### config.mk
export PLATFORM = sky130hd
export DESIGN_NAME = gray_conv_arbiter_flat
export DESIGN_NICKNAME = d
export VERILOG_FILES = /design/src/rtl/gray_conv_if.sv /design/src/rtl/gray_conv_arbiter.sv /design/src/flat_wrapper.sv
export SDC_FILE = /design/constraint.sdc
export NUM_CORES = 1
export LEC_CHECK = 0
export CORE_ASPECT_RATIO = 1.2
export CORE_MARGIN = 8
export CORE_UTILIZATION = 29
export CTS_CLUSTER_SIZE = 24
export DETAILED_ROUTE_END_ITERATION = 6
export PLACE_DENSITY = 0.62
export SETUP_SLACK_MARGIN = 0.5
export SLEW_MARGIN = 30
export SYNTH_ARGS = -nofsm -noshare
export SYNTH_HDL_FRONTEND = slang
export SYNTH_SLANG_ARGS = --single-unit
### constraint.sdc
create_clock -name clk -period 1.6 [get_ports clk]
set_input_delay 0.32 -clock clk [delete_from_list [all_inputs] [get_ports clk]]
set_output_delay 0.32 -clock clk [all_outputs]
set_load 0.03 [all_outputs]
### src/rtl/gray_conv_if.sv
// Request/response bundle for the shared binary/Gray converter.
//   req_valid/req_ready : per-requester handshake, bit i = requester i
//   req_data            : requester i operand at [i*N +: N]
//   req_mode            : per-requester direction, 0 = bin->gray, 1 = gray->bin
//   rsp_valid/rsp_ready : result handshake
//   rsp_data/rsp_id     : converted word and owning requester
// master = client side, slave = arbiter side.
interface gray_conv_if #(
  parameter int N = 4
);
  logic [3:0]     req_valid;
  logic [4*N-1:0] req_data;
  logic [3:0]     req_mode;
  logic [3:0]     req_ready;
  logic           rsp_valid;
  logic [N-1:0]   rsp_data;
  logic [1:0]     rsp_id;
  logic           rsp_ready;

  modport master (
    output req_valid, req_data, req_mode, rsp_ready,
    input  req_ready, rsp_valid, rsp_data, rsp_id
  );

  modport slave (
    input  req_valid, req_data, req_mode, rsp_ready,
    output req_ready, rsp_valid, rsp_data, rsp_id
  );
endinterface

### src/rtl/gray_conv_arbiter.sv
// Round-robin arbiter sharing one binary/Gray converter among four requesters.
// One transaction in flight: IDLE grants and latches the operand, CONV
// registers the converted word, RESP holds it until rsp_ready.
//   clk   : rising-edge clock
//   rst_n : synchronous active-low reset
//   bus   : gray_conv_if.slave (request and response handshakes)
module gray_conv_arbiter #(
  parameter int N = 4
) (
  input  logic        clk,
  input  logic        rst_n,
  gray_conv_if.slave  bus
);
  localparam int NUM_REQ = 4;

  typedef enum logic [1:0] {IDLE, CONV, RESP} state_t;

  state_t state, state_n;

  logic [1:0]                    rr_ptr;
  logic [NUM_REQ-1:0][N-1:0]     req_word;
  logic [N-1:0]                  op_data;
  logic                          op_mode;
  logic [1:0]                    op_id;
  logic                          rsp_valid_q;
  logic [N-1:0]                  rsp_data_q;
  logic [1:0]                    rsp_id_q;

  logic                          gnt_found;
  logic [1:0]                    gnt_idx;
  logic [1:0]                    cand;
  logic                          accept;
  logic [N-1:0]                  b2g, g2b, conv_res;

  for (genvar i = 0; i < NUM_REQ; i++) begin : g_unpack
    assign req_word[i] = bus.req_data[i*N +: N];
  end

  // Search upward from rr_ptr; the 2-bit add wraps 3 -> 0 naturally.
  always_comb begin
    gnt_found = 1'b0;
    gnt_idx   = rr_ptr;
    cand      = rr_ptr;
    for (int k = 0; k < NUM_REQ; k++) begin
      cand = rr_ptr + 2'(k);
      if (!gnt_found && bus.req_valid[cand]) begin
        gnt_found = 1'b1;
        gnt_idx   = cand;
      end
    end
  end

  assign accept        = (state == IDLE) && gnt_found;
  // Gated by rst_n so nothing is accepted on an edge where reset wins.
  assign bus.req_ready = (rst_n && accept) ? (4'd1 << gnt_idx) : 4'd0;

  // Gray->binary is a prefix XOR from the MSB down.
  always_comb begin
    b2g = op_data ^ (op_data >> 1);
    g2b = '0;
    g2b[N-1] = op_data[N-1];
    for (int i = N - 2; i >= 0; i--)
      g2b[i] = g2b[i+1] ^ op_data[i];
    conv_res = op_mode ? g2b : b2g;
  end

  always_ff @(posedge clk) begin
    if (!rst_n) state <= IDLE;
    else        state <= state_n;
  end

  always_comb begin
    state_n = state;
    case (state)
      IDLE:    if (gnt_found) state_n = CONV;
      CONV:    state_n = RESP;
      RESP:    if (rsp_valid_q && bus.rsp_ready) state_n = IDLE;
      default: state_n = IDLE;
    endcase
  end

  always_ff @(posedge clk) begin
    if (!rst_n) begin
      rr_ptr      <= '0;
      op_data     <= '0;
      op_mode     <= 1'b0;
      op_id       <= '0;
      rsp_valid_q <= 1'b0;
      rsp_data_q  <= '0;
      rsp_id_q    <= '0;
    end else begin
      if (accept) begin
        op_data <= req_word[gnt_idx];
        op_mode <= bus.req_mode[gnt_idx];
        op_id   <= gnt_idx;
      end
      if (state == CONV) begin
        rsp_data_q  <= conv_res;
        rsp_id_q    <= op_id;
        rsp_valid_q <= 1'b1;
      end
      if (state == RESP && rsp_valid_q && bus.rsp_ready) begin
        rsp_valid_q <= 1'b0;
        rr_ptr      <= op_id + 2'd1;
      end
    end
  end

  assign bus.rsp_valid = rsp_valid_q;
  assign bus.rsp_data  = rsp_data_q;
  assign bus.rsp_id    = rsp_id_q;
endmodule

### src/flat_wrapper.sv
// flat-port wrapper written by rule: the top's interface ports become plain ports
module gray_conv_arbiter_flat 
#(
  parameter int N = 4
)
  (clk, rst_n, bus_req_valid, bus_req_data, bus_req_mode, bus_rsp_ready, bus_req_ready, bus_rsp_valid, bus_rsp_data, bus_rsp_id);
  gray_conv_if #(.N(N)) bus_i ();
  input  logic clk;
  input  logic rst_n;
  input wire logic [$bits(bus_i.req_valid)-1:0] bus_req_valid;
  input wire logic [$bits(bus_i.req_data)-1:0] bus_req_data;
  input wire logic [$bits(bus_i.req_mode)-1:0] bus_req_mode;
  input wire logic [$bits(bus_i.rsp_ready)-1:0] bus_rsp_ready;
  output wire logic [$bits(bus_i.req_ready)-1:0] bus_req_ready;
  output wire logic [$bits(bus_i.rsp_valid)-1:0] bus_rsp_valid;
  output wire logic [$bits(bus_i.rsp_data)-1:0] bus_rsp_data;
  output wire logic [$bits(bus_i.rsp_id)-1:0] bus_rsp_id;
  assign bus_i.req_valid = bus_req_valid;
  assign bus_i.req_data = bus_req_data;
  assign bus_i.req_mode = bus_req_mode;
  assign bus_i.rsp_ready = bus_rsp_ready;
  assign bus_req_ready = bus_i.req_ready;
  assign bus_rsp_valid = bus_i.rsp_valid;
  assign bus_rsp_data = bus_i.rsp_data;
  assign bus_rsp_id = bus_i.rsp_id;
  gray_conv_arbiter #(.N(N)) u_core (.clk(clk), .rst_n(rst_n), .bus(bus_i));
endmodule
### Yosys cells after proc, flatten, opt, wreduce, memory -nomap -nowiden

Index checks and enable logic that the tools add are counted.

* flip-flop bits (word level): 18
* input bits: 27
* output and inout port bits: 11
* word-level logic and storage cells: 65

* $add $sub $neg: 4
* order comparisons: 5
* eq/ne operators: 4
* shifts and indexed selects: 1
* muxes and demuxes: 24
* bitwise logic cells: 5
* reduce and logical (&&, ||, !) cells: 14

Operator list (count)
* $lt A2 B3 Y1 const B: 5
* $mux W4: 3
* $bmux W1 S2: 5
* $mux W2: 5
* $mux W1: 9
* $bmux W4 S2: 1
* $logic_and A1 B1 Y1: 8
* $pmux W2 S3: 1
* $add A2 B1 Y2 const B: 2
* $add A2 B2 Y2 const B: 2
* $ne A2 B1 Y1 const B: 2
* $shl A1 B2 Y4 const A: 1
* $xor A4 B3 Y4: 1
* $logic_not A1 Y1: 3
* $xor A1 B1 Y1: 3
* $eq A2 B1 Y1 const B: 1
* $eq A2 B2 Y1 const B: 1
* $logic_not A2 Y1: 1
* $reduce_and A2 Y1: 1
* $reduce_or A2 Y1: 1
* $not A1 Y1: 1

### Depth between registers and ports, before layout

* depth in word-level cells: 15
* mapped depth: 6
* mapped depth without buffers: 5

### Worst setup path before layout

No wires, ideal clock.

* path type: input port to output port
* from: input port bus_req_valid[0]
* to: output port bus_req_ready[2]
* data arrival time: 1.583 ns
* required time: 1.280 ns
* path slack: -0.303 ns
* stages: 5
* path buffers: 0
* cell sequence: nor2b_1 > or4_4 > nand2_2 > nand2_2 > nor2_1

* word-level cells in the longest chain between the ends: 15
* elaborated cells on any way between the ends: 25
* classes of those cells: 1 x shift; 16 x mux; 8 x reduce/logical

Ends and longest elaborated chain
* start, declared: RTL line flat_wrapper.sv:10 `input wire logic [$bits(bus_i.req_valid)-1:0] bus_req_valid;`
* $bmux W1 S2: RTL line gray_conv_arbiter.sv:46 `if (!gnt_found && bus.req_valid[cand]) begin`
* $mux W1 (implied by the code): RTL line gray_conv_arbiter.sv:46
* $mux W1: RTL line gray_conv_arbiter.sv:46
* $logic_not A1 Y1: RTL line gray_conv_arbiter.sv:46
* $logic_and A1 B1 Y1: RTL line gray_conv_arbiter.sv:46
* $mux W1: RTL line gray_conv_arbiter.sv:46
* $logic_not A1 Y1: RTL line gray_conv_arbiter.sv:46
* $logic_and A1 B1 Y1: RTL line gray_conv_arbiter.sv:46
* $mux W1: RTL line gray_conv_arbiter.sv:46
* $logic_not A1 Y1: RTL line gray_conv_arbiter.sv:46
* $logic_and A1 B1 Y1: RTL line gray_conv_arbiter.sv:46
* $mux W1: RTL line gray_conv_arbiter.sv:46
* $logic_and A1 B1 Y1: RTL line gray_conv_arbiter.sv:53 `assign accept = (state == IDLE) && gnt_found;`
* $logic_and A1 B1 Y1: RTL line gray_conv_arbiter.sv:55 `assign bus.req_ready = (rst_n && accept) ? (4'd1 << gnt_idx) : 4'd0;`
* $mux W4 (*): RTL line gray_conv_arbiter.sv:55
* end, declared: RTL line flat_wrapper.sv:14 `output wire logic [$bits(bus_i.req_ready)-1:0] bus_req_ready;`

Every way passes the cells marked *; elsewhere a longest branch is shown, timed or not. The select of a mux whose other input is x is not followed.

### Worst setup path after layout

* from: register u_core.rr_ptr[1]
* to: output port bus_req_ready[3]

* word-level cells in the longest chain between the ends: 15
* elaborated cells on any way between the ends: 28
* classes of those cells: 3 x add/sub; 1 x shift; 16 x mux; 8 x reduce/logical

Ends and longest elaborated chain
* start, declared: RTL line gray_conv_arbiter.sv:20 `logic [1:0] rr_ptr;`
* start signal, assigned: RTL line gray_conv_arbiter.sv:104 `rr_ptr <= op_id + 2'd1;`
* parallel branches: the longest is 14 deep, another holds $add A2 B1 Y2
* $mux W4 (*): RTL line gray_conv_arbiter.sv:55

Every way passes the cells marked *. The select of a mux whose other input is x is not followed.

==> metrics <==
run status finished, violations left; failing checks setup timing; top post-synthesis cells by area dfxtp_1 36%, mux2i_1 8.0%, nand2_1 6.4%; Final GP Congestion approximately 0.72; Total Nets Final ~220; number of stages on the worst hold path 2; starting density of the core between 30% and 40%; first-iteration detailed-routing DRC count 34; max-slew violations 0; Worst Setup Start Kind flop; worst slew pin tran roughly 0.27 ns; Layout Area Growth over Synthesis 93.7%; final cycle utilization of the critical path 128%; origin of the critical flop-to-flop path u_core.rr_ptr[1]; total core area 3310 µm²; post-DP HPWL 2450 µm; Post-Synthesis Cells about 120; maximum single-stage delay on the critical path approximately 0.44 ns; nature of the critical path endpoint primary output; Critical Path Fanout Max 5; R2R Path End u_core.op_data[2]; number of port buffers 37; post-placement cell count 207; Primary FF master, synth dfxtp_1; arrival time at the worst endpoint 1.72 ns; total detailed-routing wirelength about 3300 µm; clock tree from TritonCTS done; class of the tightest hold or removal check flop to flop; number of synthesis warnings 0; most numerous cell types in the synthesized netlist 18 x dfxtp_1, 17 x nand2_1, 8 x mux2i_1; Final Hold Violating Endpoints 0; net switching share of the total power 30.2%; part of the total power dissipated in the clock network approximately 26%; Hold Startpoint u_core.bus.rsp_data[0]; CP Cell Sequence and3b_1, or4_4, buf_6, nand2_4, nand2_4, nor2_4, buf_6; slack of the worst reg-to-reg path -0.32 ns; number of vias per cell a little under 5; async set-reset flop share out of synthesis 0%; share of final-layout standard cells stronger than drive strength 1 approximately 47%; Die ar. ~5600 µm²; LEAKAGE 0.833 nW; root buffer selected by CTS clkbuf_8; n_diodes 0; first-pass iteration count of the detailed router 4; post-synth top area share a little over a third; Worst Hold Endpoint u_core.bus.rsp_data[0]; clock latency reported for the late side of the worst-skew pair between 0.2 and 0.3 ns; part of the total power dissipated in combinational logic about 38%; cell-internal power between 1 and 1.5 mW; smallest setup slack after layout -0.443 ns; max-cap viol count 0; gr ovfl total 0; Clock Sink Count 18; slowest CP cell or4_4; number of flip-flops and latches in the synthesized netlist 18; maximum number of pins on one net before global-route repair 18; hold_buf cts 0; Cell Rows 23; Post-Syn Nets between 100 and 150; Pwr Density 757 nW/µm²; required time worst endpoint about 1.3 ns; number of enable flip-flop cells after synthesis 0; overall fraction of global-route tracks in use around 11%; Clock Skew about 0.00094 ns; Distinct cells, synth 33; register share of total power roughly 37%; highest clock rate a little under 500 MHz; die span in y roughly 80 µm; final antenna-violating net count 0; cell with the most instances after synthesis dfxtp_1; largest vdd supply drop about 0.48 mV; global-route wire length before repair 5140 µm; antenna violations before repair 0; path type of the worst setup path flop to primary output; TritonCTS buffer count 3; boundary pin count 38; H-Tree Depth 1; clock slew at reported path FFs roughly 0.07 ns; x dimension of the die around 70 µm; remaining design rule violation count 0; post-route setup TNS -3.03 ns; headroom to the max-slew limit between 80% and 90%; buffers from clock root to sink, at most 2; unrepaired setup endpoints after global routing true; average instance area after synthesis ~8.5 µm²; Layout Cells excl Fill around 230; r2r worst-path depth 10; fraction of the yosys area taken by sequential cells 36.1%; total power draw ~1.5 mW; end-of-flow core utilization 58.4%; net load switching power roughly 440 µW; Period minus WS final between 2 and 2.5 ns; final number of setup-violating endpoints 10; via count roughly 1100; cell type with the highest aggregate area in the netlist dfxtp_1; vias in the first global route about 1200; post-synth design cell area about 1000 µm²; average wire per cell in the routed design ~15 µm
final cells by class:
cell class              count  area [µm²]
well taps                  37        46.3
clock buffers               4        55.1
inverters                   2        7.51
fillers                   280        1380
multi-input cells          95         769
flip-flops and latches     18         382
repair buffers             71         672
critical path, delay by kind of cell, from the launching register on:
kind	cells	cell delay, ns
DFF	1	0.34
and+or+nand+nor	5	0.86
buffers and inverters	2	0.27
registers in the layout, summed over array words and instances (netlist names):
signal	count
u_core.op_mode	1
u_core.state	2
u_core.op_id	2
u_core.op_data	4
u_core.bus.rsp_valid	1
u_core.bus.rsp_id	2
u_core.rr_ptr	2
u_core.bus.rsp_data	4
cells by family (layout without fill, tap and decap cells):
logic type      count (synthesis)  count (layout)  synth area share (%)
flops                          18              18                  36.1
simple gates                   55              55                  29.5
xor+xnor                        6               6                  5.27
mux                             8               8                  8.03
compound gates                 26              26                  18.9
buf+inv                         5              77                  2.13
power by group through the flow:
| stage | Clock [mW] | Sequential [mW] | Combinational [mW] |
|---|---|---|---|
| detailed placement | 0 | 0.539 | 0.454 |
| global route | 0.408 | 0.542 | 0.591 |
| global placement | 0 | 0.537 | 0.450 |
| floorplan | 0 | 0.565 | 0.221 |
| finish | 0.378 | 0.536 | 0.549 |
| CTS | 0.385 | 0.534 | 0.486 |
routing by layer:
layer / vias to the layer above / GRT usage (%) / wire length (µm)
met3: 0 / 3.57 / 149
li1: 564 / - / -
met1: 514 / 9.88 / 1280
met4: 0 / 3.08 / 0
met2: 24 / 22.9 / 1880
met5: - / 0 / 0
worst max path at each step:
stage	from	endpoint	slack, ns	cells past startpoint
2_1_floorplan	bus_req_valid[0]	bus_req_ready[2]	-0.08	5
3_3_place_gp	bus_req_valid[0]	bus_req_ready[0]	-0.96	6
3_5_place_dp	bus_req_valid[3]	bus_req_ready[0]	-0.99	8
4_1_cts	u_core.rr_ptr[1]	bus_req_ready[3]	-0.45	7
5_1_grt	u_core.rr_ptr[1]	bus_req_ready[2]	-0.50	7
6_report	u_core.rr_ptr[1]	bus_req_ready[3]	-0.44	7
timing repair:
| action | in CTS | in global routing |
|---|---|---|
| pin swaps | 2 | 7 |
| buffers inserted | 4 | 12 |
| gates resized for setup | 78 | 29 |
| setup endpoints to repair | 27 | 25 |
cells in the final DEF (no fill, tap or decap), types with 4 or more instances in the layout:
master / count
dfxtp_2: 8
dfxtp_1: 7
nand3_1: 6
o21ai_0: 5
clkdlybuf4s50_1: 20
a21boi_0: 4
nor2_4: 4
buf_6: 18
xnor2_1: 5
o221ai_2: 4
nand2_1: 17
mux2i_1: 8
clkbuf_8: 4
buf_4: 26
nor2b_1: 4
per-stage QoR:
step           worst slack (ns)  area (µm²)  hold slack (ns)
4_1_cts                  -0.450        1780            0.477
2_1_floorplan           -0.0833        1090            0.461
3_3_place_gp             -0.963        1630            0.455
5_1_grt                  -0.500        1930            0.496
3_5_place_dp             -0.988        1630            0.466
6_report                 -0.443        1930            0.464
(Power assumes the default switching activity.)
